**config.mk**
```make
export PLATFORM = sky130hd
export DESIGN_NAME = bank_sc_arbiter
export DESIGN_NICKNAME = d
export VERILOG_FILES = /design/src/rtl/bank_sc_arbiter.sv
export SDC_FILE = /design/constraint.sdc
export NUM_CORES = 1
export LEC_CHECK = 0
export CAP_MARGIN = 20
export CORE_MARGIN = 2
export CORE_UTILIZATION = 40
export CTS_CLUSTER_DIAMETER = 100
export DETAILED_ROUTE_END_ITERATION = 8
export PLACE_DENSITY_LB_ADDON = 0.08
export SKIP_CTS_REPAIR_TIMING = 1
export SLEW_MARGIN = 20
export SYNTH_ARGS = -nofsm -noshare
export SYNTH_HDL_FRONTEND = slang
export SYNTH_SLANG_ARGS = --single-unit
```
**constraint.sdc**
```tcl
create_clock -name clk_i -period 4.4 [get_ports clk_i]
set_input_delay 1.1 -clock clk_i [delete_from_list [all_inputs] [get_ports clk_i]]
set_output_delay 1.1 -clock clk_i [all_outputs]
set_load 0.05 [all_outputs]
```
**src/rtl/bank_sc_arbiter.sv**
```systemverilog
`default_nettype none
// ============================================================================
// Module   : bank_sc_arbiter
// Purpose  : Round-robin arbiter (xbar / refill / evict) feeding one
//            registered command slot toward the bank SRAM controller.
//            Optional starvation guard: define BANK_SC_ARB_AGE_EN.
// Revision : 1.0 - initial release
// ============================================================================
module bank_sc_arbiter #(
  parameter int NREQ = 3
) (
  input  logic            clk_i,
  input  logic            rst_i,
  input  logic [NREQ-1:0] req_valid_i,
  output logic [NREQ-1:0] req_ready_o,
  input  logic [22:0]     req0_cmd_i,
  input  logic [22:0]     req1_cmd_i,
  input  logic [22:0]     req2_cmd_i,
  output logic            isu_sc_valid_o,
  input  logic            isu_sc_ready_i,
  output logic [1:0]      isu_sc_channel_id_o,
  output logic [2:0]      isu_sc_opcode_o,
  output logic [6:0]      isu_sc_set_way_offset_o,
  output logic [7:0]      isu_sc_wbuffer_id_o,
  output logic [2:0]      isu_sc_xbar_rob_num_o,
  output logic [1:0]      arb_grant_id_o
);

  localparam logic [2:0] c_AGE_MAX = 3'd7;

  logic        r_out_valid;
  logic [1:0]  r_rr_ptr;
  logic [22:0] r_cmd;
  logic [1:0]  r_grant_id;

  logic        w_pop;
  logic        w_slot_free;
  logic        w_grant;
  logic [1:0]  w_rr_eff;
  logic [1:0]  w_rr_winner;
  logic [1:0]  w_winner;
  logic [22:0] w_sel_cmd;

  function automatic logic [1:0] mod3_add(input logic [1:0] base, input logic [1:0] off);
    logic [2:0] s;
    s = {1'b0, base} + {1'b0, off};
    return (s >= 3'd3) ? 2'(s - 3'd3) : s[1:0];
  endfunction

  assign w_pop       = r_out_valid & isu_sc_ready_i;
  assign w_slot_free = ~r_out_valid | w_pop;
  assign w_grant     = (|req_valid_i) & w_slot_free & ~rst_i;
  assign w_rr_eff    = (r_rr_ptr == 2'd3) ? 2'd0 : r_rr_ptr;

  // Walk the search order backwards so the earliest valid position wins.
  always_comb begin
    logic [1:0] idx;
    w_rr_winner = 2'd0;
    for (int k = 2; k >= 0; k--) begin
      idx = mod3_add(w_rr_eff, 2'(k));
      if (req_valid_i[idx]) w_rr_winner = idx;
    end
  end

`ifdef BANK_SC_ARB_AGE_EN
  logic [2:0]      r_age [NREQ];
  logic [NREQ-1:0] w_sat;

  always_comb begin
    w_winner = w_rr_winner;
    for (int i = NREQ - 1; i >= 0; i--) begin
      w_sat[i] = req_valid_i[i] & (r_age[i] == c_AGE_MAX);
      if (w_sat[i]) w_winner = 2'(i);
    end
  end

  // Age tracks consecutive cycles a requester sat valid without a grant.
  always_ff @(posedge clk_i) begin
    if (rst_i) begin
      for (int i = 0; i < NREQ; i++) r_age[i] <= 3'd0;
    end else begin
      for (int i = 0; i < NREQ; i++) begin
        if (!req_valid_i[i] || (w_grant && (w_winner == 2'(i))))
          r_age[i] <= 3'd0;
        else if (r_age[i] != c_AGE_MAX)
          r_age[i] <= r_age[i] + 3'd1;
      end
    end
  end
`else
  assign w_winner = w_rr_winner;
`endif

  always_comb begin
    for (int i = 0; i < NREQ; i++)
      req_ready_o[i] = w_grant && (w_winner == 2'(i));
  end

  always_comb begin
    case (w_winner)
      2'd1:    w_sel_cmd = req1_cmd_i;
      2'd2:    w_sel_cmd = req2_cmd_i;
      default: w_sel_cmd = req0_cmd_i;
    endcase
  end

  always_ff @(posedge clk_i) begin
    if (rst_i) begin
      r_out_valid <= 1'b0;
      r_rr_ptr    <= 2'd0;
      r_cmd       <= 23'd0;
      r_grant_id  <= 2'd0;
    end else if (w_grant) begin
      r_out_valid <= 1'b1;
      r_cmd       <= w_sel_cmd;
      r_grant_id  <= w_winner;
      r_rr_ptr    <= (w_winner == 2'd2) ? 2'd0 : w_winner + 2'd1;
    end else if (w_pop) begin
      r_out_valid <= 1'b0;
    end
  end

  assign isu_sc_valid_o          = r_out_valid;
  assign isu_sc_channel_id_o     = r_cmd[22:21];
  assign isu_sc_opcode_o         = r_cmd[20:18];
  assign isu_sc_set_way_offset_o = r_cmd[17:11];
  assign isu_sc_wbuffer_id_o     = r_cmd[10:3];
  assign isu_sc_xbar_rob_num_o   = r_cmd[2:0];
  assign arb_grant_id_o          = r_grant_id;

endmodule
`default_nettype wire

```
==> out/results.ini <==
[grt]
grt_max_degree = 47
grt_pass1_vias = 1541
overflow = 0
antenna_found_initial = 0
grt_use_total_pct = 20.6
grt_pass1_wl_um = 7160

[min_path]
hold_path_class = reg -> reg
min_to = r_cmd[21]
min_from = r_cmd[21]
whs_path_depth = 2

[power]
power_density_mw_per_mm2 = 510
power_mw = 1.41
switching_share_pct = 47.6
intPower_uw = 739
seqPwrFrac_pct = 25.5
power_switching_uw = 671
share_comb_of_total_power_pct = 63.1
pwr-share-clk_pct = 11.3
power.static_leakage_nw = 1.04
irDropWorstVdd_v = 0.000321

[clock_tree]
clockRootBuffer = clkbuf_8
numCtsBuffers = 3
htreeDepth = 1
cts_buffer_depth = 2
clock_latency_ps = 270
clkTransAtPathRegs_ps = 90
cts_tree = built
cts_sinks = 28

[critical_path]
crit_required_ps = 3300
rrSetupSlack_ps = 1690
r2r_end = r_cmd[16]
critical_path_class = in -> out
startpoint_type = primary input
reg2regPathDepth = 8
cp-end-kind = output port
cp.arrival_ps = 2960
cp_max_fo = 6
r2r-start = r_rr_ptr[0]

[floorplan]
rows = 23
core_area_mm2 = 0.00397
die-area_mm2 = 0.00465
die_w_um = 68.2
start_util_pct = 41.5
dieHeight_um = 68.2
ios = 104

[placed_design]
dpl.cell_count = 347
hpwl_um = 3440
port_buffers = 103
placed_area_mm2 = 0.00271
place_ws_ps = 363
gp_congestion = 0.752

[routing]
viasPerCell = 5.04
vias = 1770
routedWlPerCell_um = 13.5
drt-total-wl_um = 4750
drcViolationCount = 0
drt_iter0_drc = 71
ant_nets = 0
drt_pass1_iterations = 4

[synthesis]
syn_area_per_cell_um2 = 8.03
yosys.area_share.adder_pct = 6.08
ys_seq_area_share_pct = 34.0
syn-num-nets = 288
synth_edf_count = 0
synth.most_common_cell = nand2_1
synth_seq_cells = 28
synth_cells = 205
synth_top_family_by_area = compound AO/OA/AOI/OAI gates
syn_area_mm2 = 0.00165
yosysUniqueCellTypes = 32
synth_top_cell_by_area = dfxtp_1
ys_warn_count = 0
synthXorXnorAreaFrac_pct = 0
synth_compound_area_share_pct = 34.6
post_synth_mux_area_share_pct = 0.608
yosys.area_share.simple_pct = 17.1
ys_top_cells_by_count = nand2_1 (47), dfxtp_1 (28), o21ai_0 (26)
async_flop_share_pct = 0
synth_top_area_share_pct = 34.0
synth_flop_cell = dfxtp_1
synth.area.top_cells = dfxtp_1 (34%), nand2_1 (11%), o21ai_2 (11%)

[final_layout]
seqCellArea_um2 = 561
diodes = 0
layout-drive-gt1-share_pct = 12.6
final_util_pct = 69.7
nets = 385
syn_to_final_growth_pct = 68.0
final_design_area_no_fill_mm2 = 0.00277
stdcell_count = 351
fillers = 375
multiInputGateArea_um2 = 963

[timing]
clock-skew-final_ps = 1.56
tns_ps = 0
max_freq_ghz = 0.246
period_share_pct = 92.3
holdWs_ps = 449
hold_viol = 0
min_period_ps = 4060
rsz0062_at_grt = false
slew_viol_final = 0
max-slew-margin-rel_pct = 54.3
finalSetupViolCount = 0
worst_slew_pin_slew_ps = 686
setup_ws_ps = 340

[run_status]
status = completed

[flow_run]
max_cap_viol_count = 0

## power groups by stage
stage               registers (mW)  clock network [mW]  logic, mW
floorplan                    0.596                   0      0.373
global placement             0.362                   0      0.883
detailed placement           0.367                   0      0.897
CTS                          0.361               0.164      0.901
global route                 0.369               0.175      0.970
finish                       0.360               0.160      0.890
## kinds of logic after synthesis
family | after synthesis
AOI/OAI and AO/OA | 81
adders and majority gates | 8
buffers and inverters | 25
DFF | 28
muxes | 1
and+or+nand+nor | 62
## layout make-up
class	instances	area share (%)
clock buffer	4	1.99
inverter	11	1.49
multi-input combinational	152	34.8
sequential	28	20.3
tap	50	2.26
timing repair buffer	106	39.2
## cell usage in the layout, fill, tap and decap left out, types with 2 or more instances in the layout
cell type / Yosys / layout
a21oi_1: 2 / 2
a22oi_1: 23 / 23
buf_12: 0 / 3
buf_4: 2 / 3
clkbuf_8: 0 / 4
clkdlybuf4s50_1: 0 / 100
dfxtp_1: 28 / 28
ha_1: 8 / 7
inv_1: 11 / 11
nand2_1: 47 / 47
nand3_1: 3 / 3
nor2_1: 4 / 4
o21ai_0: 26 / 26
o21ai_1: 3 / 3
o21ai_2: 20 / 20
## routing by layer
metal	GRT usage, %	share of wire (%)
met1	24.6	40
met2	34.8	49
met3	6.58	9.5
met4	7.00	1.4
met5	0	0
## critical path, cell delays in order
cell and delay (ps):
clkdlybuf4s50_1 560, and2b_2 240, o221ai_1 200, nand2_1 110, inv_1 130, ha_1 190
inv_1 40, nor2_1 210, buf_12 170
## how the worst max path moves through the flow
stage,startpoint,end,slack (ps),cells past startpoint
floorplan,req_valid_i[2],req_ready_o[1],310,8
global placement,req_valid_i[1],req_ready_o[1],380,9
detailed placement,req_valid_i[1],req_ready_o[1],360,9
CTS,req_valid_i[1],req_ready_o[1],330,9
global route,req_valid_i[1],req_ready_o[1],160,9
finish,req_valid_i[1],req_ready_o[1],340,9
## registers in the layout, indices dropped and copies added (netlist names)
| name | count |
|---|---|
| arb_grant_id_o | 2 |
| isu_sc_valid_o | 1 |
| r_cmd | 23 |
| r_rr_ptr | 2 |
No activity file was read; power rests on OpenSTA's default activity.
==> RTL change 1: new RTL, config.mk and constraints unchanged <==
Build with the macro `BANK_SC_ARB_AGE_EN` defined.
--- a/src/rtl/bank_sc_arbiter.sv
+++ b/src/rtl/bank_sc_arbiter.sv
@@ -7,4 +7,6 @@
 // Revision : 1.0 - initial release
 // ============================================================================
+`define BANK_SC_ARB_AGE_EN
+
 module bank_sc_arbiter #(
   parameter int NREQ = 3
Behaviour: not the same (a bounded check fails within 10 cycles, from zero or initial values and one cycle with rst_i high).
==> RTL change 1 against the original RTL <==
  * Synthesized cell count increased by 21%
  * Critical endpoint is now req_ready_o[2]
  * Worst setup slack got worse by 86 ps
  * Sequential cell count increased by 9
  * Highest routed layer unchanged
  * Routed wire length increased by 22%
  * Synthesized area increased by 31%
  * Power increased by 27%
  * Largest power group unchanged
  * Core utilization decreased by 5.0 points
  * Final area increased by 20%
==> RTL change 1: results (changes against the original RTL) <==
layout cell share with drive strength beyond 1 6.67% (was 12.6%); Yosys cell types 35 (was 32); CP Capture Point req_ready_o[2] (was req_ready_o[1]); syn avg cell area 8.64 um2 (was 8.03 um2); fill cell count 475 (was 375); multi-input combinational area share 35.5% (was 34.8%); Worst EP arrival 3050 ps (was 2960 ps); met1 Track Usage GR 26.8% (was 24.6%); hold_ws 454 ps (was 449 ps); CTS buffer count 5 (was 3); R2R Setup Slk 1500 ps (was 1690 ps); Iter 0 DRT Violations 52 (was 71); Multi-Input Combinational 182 (was 152); vias in the first global route 2150 (was 1541); Met1 Wirelength 2520 um (was 1890 um); non-clk buf share 33.5% (was 39.2%); Die ar. 0.00598 mm2 (was 0.00465 mm2); number of flops mapped to enable cells by yosys 9 (was 0); GR Layer Usage met3 7.09% (was 6.58%); slew margin rel. 58.9% (was 54.3%); total power 1.78 mW (was 1.41 mW); R2R depth 9 (was 8); CTS H-Tree Depth 2 (was 1); top cells by area, synth dfxtp_1, edfxtp_1, nand2_1 (was dfxtp_1, nand2_1, o21ai_2); clock latency on the worst-skew pair 290 ps (was 270 ps); DP Wirelength 4220 um (was 3440 um); CP Launch Point req_valid_i[0] (was req_valid_i[1]); Placed Instance Area 0.00324 mm2 (was 0.00271 mm2); ClkCell Share 2.48% (was 1.99%); RR Endpoint r_age[2][2]$_SDFFCE_PN0P_ (was r_cmd[16]$_SDFFE_PP0P_); Lkg Pwr 1.27 nW (was 1.04 nW); Global Route Usage Sum 21.0% (was 20.6%); run status complete, no violations (unchanged); GPL Wtd Cong 0.863 (was 0.752)
## RTL change 1: changes by cell type after synthesis, moves of 4 or more
cell / change
a21oi_1: +24
o211ai_1: +22
o21ai_0: -22
o21ai_2: -20
edfxtp_1: +9
clkbuf_1: +8
and2_1: +7
ha_1: +6
nand2_1: +5
nor2b_1: +4
## RTL change 1: worst register-to-register path: stages (launching register included)
cell and delay [ps]:
edfxtp_1 400, ha_1 220, ha_1 220, a21oi_1 230
o21ai_0 200, o21a_1 270, ha_1 220, buf_4 230
a211oi_1 470, nand2_1 190
## RTL change 1: kinds of logic after synthesis
logic type	count (synthesis)	synth area share, %
flops	37	38.6
mux	3	1.69
buf+inv	30	6.81
fa+ha+maj	14	8.14
simple gates	79	17.0
compound gates	86	27.7
## RTL change 1: per-stage QoR
stage | setup WS [ps] | utilization, %
floorplan | 259 | -
global placement | 296 | 63.1
detailed placement | 278 | 63.1
CTS | 258 | 64.7
global route | 102 | 64.7
finish | 253 | 64.7
==> RTL change 2: new RTL, config.mk and constraints unchanged <==
Without the edit above. Change the parameter `NREQ` from 3 to 2.
--- a/src/rtl/bank_sc_arbiter.sv
+++ b/src/rtl/bank_sc_arbiter.sv
@@ -8,5 +8,5 @@
 // ============================================================================
 module bank_sc_arbiter #(
-  parameter int NREQ = 3
+  parameter int NREQ = 2
 ) (
   input  logic            clk_i,
Interface: changed (resized req_ready_o and req_valid_i); port bits go from 104 to 102. The function was not compared with the original's and may differ.
==> RTL change 2 against the original RTL <==
  * First-iteration DRC count increased by 23%
  * Sequential power down 11%
  * Via count decreased by 1.5%
  * Power down 30%
  * Synthesized area shrank 2.7%
  * Routed wire length decreased by 3.2%
  * Global-route usage down 0.30 points
  * Critical endpoint unchanged
  * Hold slack gained 34 ps
  * Final area fell by 3.0%
  * Sequential cell count unchanged
  * Worst setup slack better by 89 ps
==> RTL change 2: results (changes against the original RTL) <==
run status complete, no violations (unchanged); top cells by area, synth dfxtp_1, a22oi_1, nand3b_1 (was dfxtp_1, nand2_1, o21ai_2); max incr delay on CP 540 ps (was 560 ps); list of most frequent post-synthesis cells o21ai_0, dfxtp_1, nand2_1 (was nand2_1, dfxtp_1, o21ai_0); Yosys cell types 24 (was 32); Worst EP arrival 2870 ps (was 2960 ps); largest register by flop count r_cmd (unchanged); DP Wirelength 3310 um (was 3440 um); Worst IR Drop VDD 0.000239 V (was 0.000321 V); family with the most delay on the worst path buffers and inverters (unchanged); Global Route Usage Sum 20.3% (was 20.6%); max cap viols 0 (unchanged); layout cell share with drive strength beyond 1 6.60% (was 12.6%); Syn Nets 279 (was 288); Total Wirelength 4600 um (was 4750 um); clock slew at reported path FFs 90 ps (about the same); Iter 0 DRT Violations 87 (was 71); vias in the first global route 1573 (was 1541); slew margin rel. 37.4% (was 54.3%); initial antenna violation count 0 (unchanged); CTS buffer count 3 (unchanged); Port-buffer cells 101 (was 103); GPL Wtd Cong 0.716 (was 0.752); fill cell count 356 (was 375); clk_skew 1.49 ps (was 1.56 ps); fin nets 371 (was 385); via count 1744 (was 1770); Yosys warnings 0 (unchanged); Lkg Pwr 0.997 nW (was 1.04 nW); largest net degree at the start of global routing 50 (was 47); crit-path max FO 5 (was 6); sequential share of the synthesized area 35.0% (was 34.0%); first-pass GRT wire length 7090 um (was 7160 um)
RTL change 2: changes by cell type after synthesis, moves of 3 or more:
cell      unedited run  this run
inv_1               11         4
nand2_1             47        27
o21ai_2             20         5
nand3b_1             1        22
o21ai_1              3        13
buf_2                1         5
o31ai_1              0         3
o21ai_0             26        30
nand3b_2             0         4
RTL change 2: power by group:
part / leakage [nW] / internal [mW] / switching [mW]
combinational: 0.736 / 0.204 / 0.305
sequential: 0.232 / 0.299 / 0.0235
clock: 0.0288 / 0.0801 / 0.0792
total: 0.997 / 0.582 / 0.408
RTL change 2: path summary, 6_finish.rpt:
kind | startpoint | to | slack, ps | cells past startpoint
min reg2reg | r_cmd[4]$_SDFFE_PP0P_ | r_cmd[4]$_SDFFE_PP0P_ | 480 | 2
min | r_cmd[4]$_SDFFE_PP0P_ | r_cmd[4]$_SDFFE_PP0P_ | 480 | 2
max | req_valid_i[0] | req_ready_o[1] | 430 | 7
max reg2reg | r_rr_ptr[0]$_SDFFE_PP0P_ | r_cmd[9]$_SDFFE_PP0P_ | 1530 | 10
RTL change 2: cell families after synthesis:
group / synth area share [%]
AOI/OAI and AO/OA: 28.8
and+or+nand+nor: 23.4
DFF: 35.0
buffers and inverters: 6.56
adders and majority gates: 6.25
RTL change 2: layout make-up:
class / count / area share, %
Clock buffer: 4 / 2.05
Inverter: 4 / 0.559
Multi-Input combinational cell: 148 / 34.9
Sequential cell: 28 / 20.9
Tap cell: 50 / 2.33
Timing Repair Buffer: 104 / 39.3
RTL change 2: per-layer routing:
| metal | share of wire, % | global-route usage (%) |
|---|---|---|
| met2 | 48 | 36.4 |
| met3 | 9.2 | 5.67 |
| met5 | 0 | 0 |
| met1 | 42 | 23.4 |
| met4 | 0.96 | 6.12 |
RTL change 2: worst register-to-register path: cells and delay by family, from the launching register on:
family	cells	cell delay, ps
adder cells (fa/ha/maj)	2	1190
buffers and inverters	1	80
AND/OR/NAND/NOR	3	240
AO/OA/AOI/OAI	4	930
flip-flops	1	350
RTL change 2: metrics by stage:
stage	instance area [um2]	util [%]	std cells	setup WS [ps]	power (mW)
6_report	2680	68.6	338	429	0.990
4_1_cts	2680	68.6	338	432	1.00
3_5_place_dp	2630	67.2	334	435	0.840
2_1_floorplan	1600	-	197	794	0.649
3_3_place_gp	2630	67.2	334	479	0.834
5_1_grt	2680	68.6	338	284	1.05
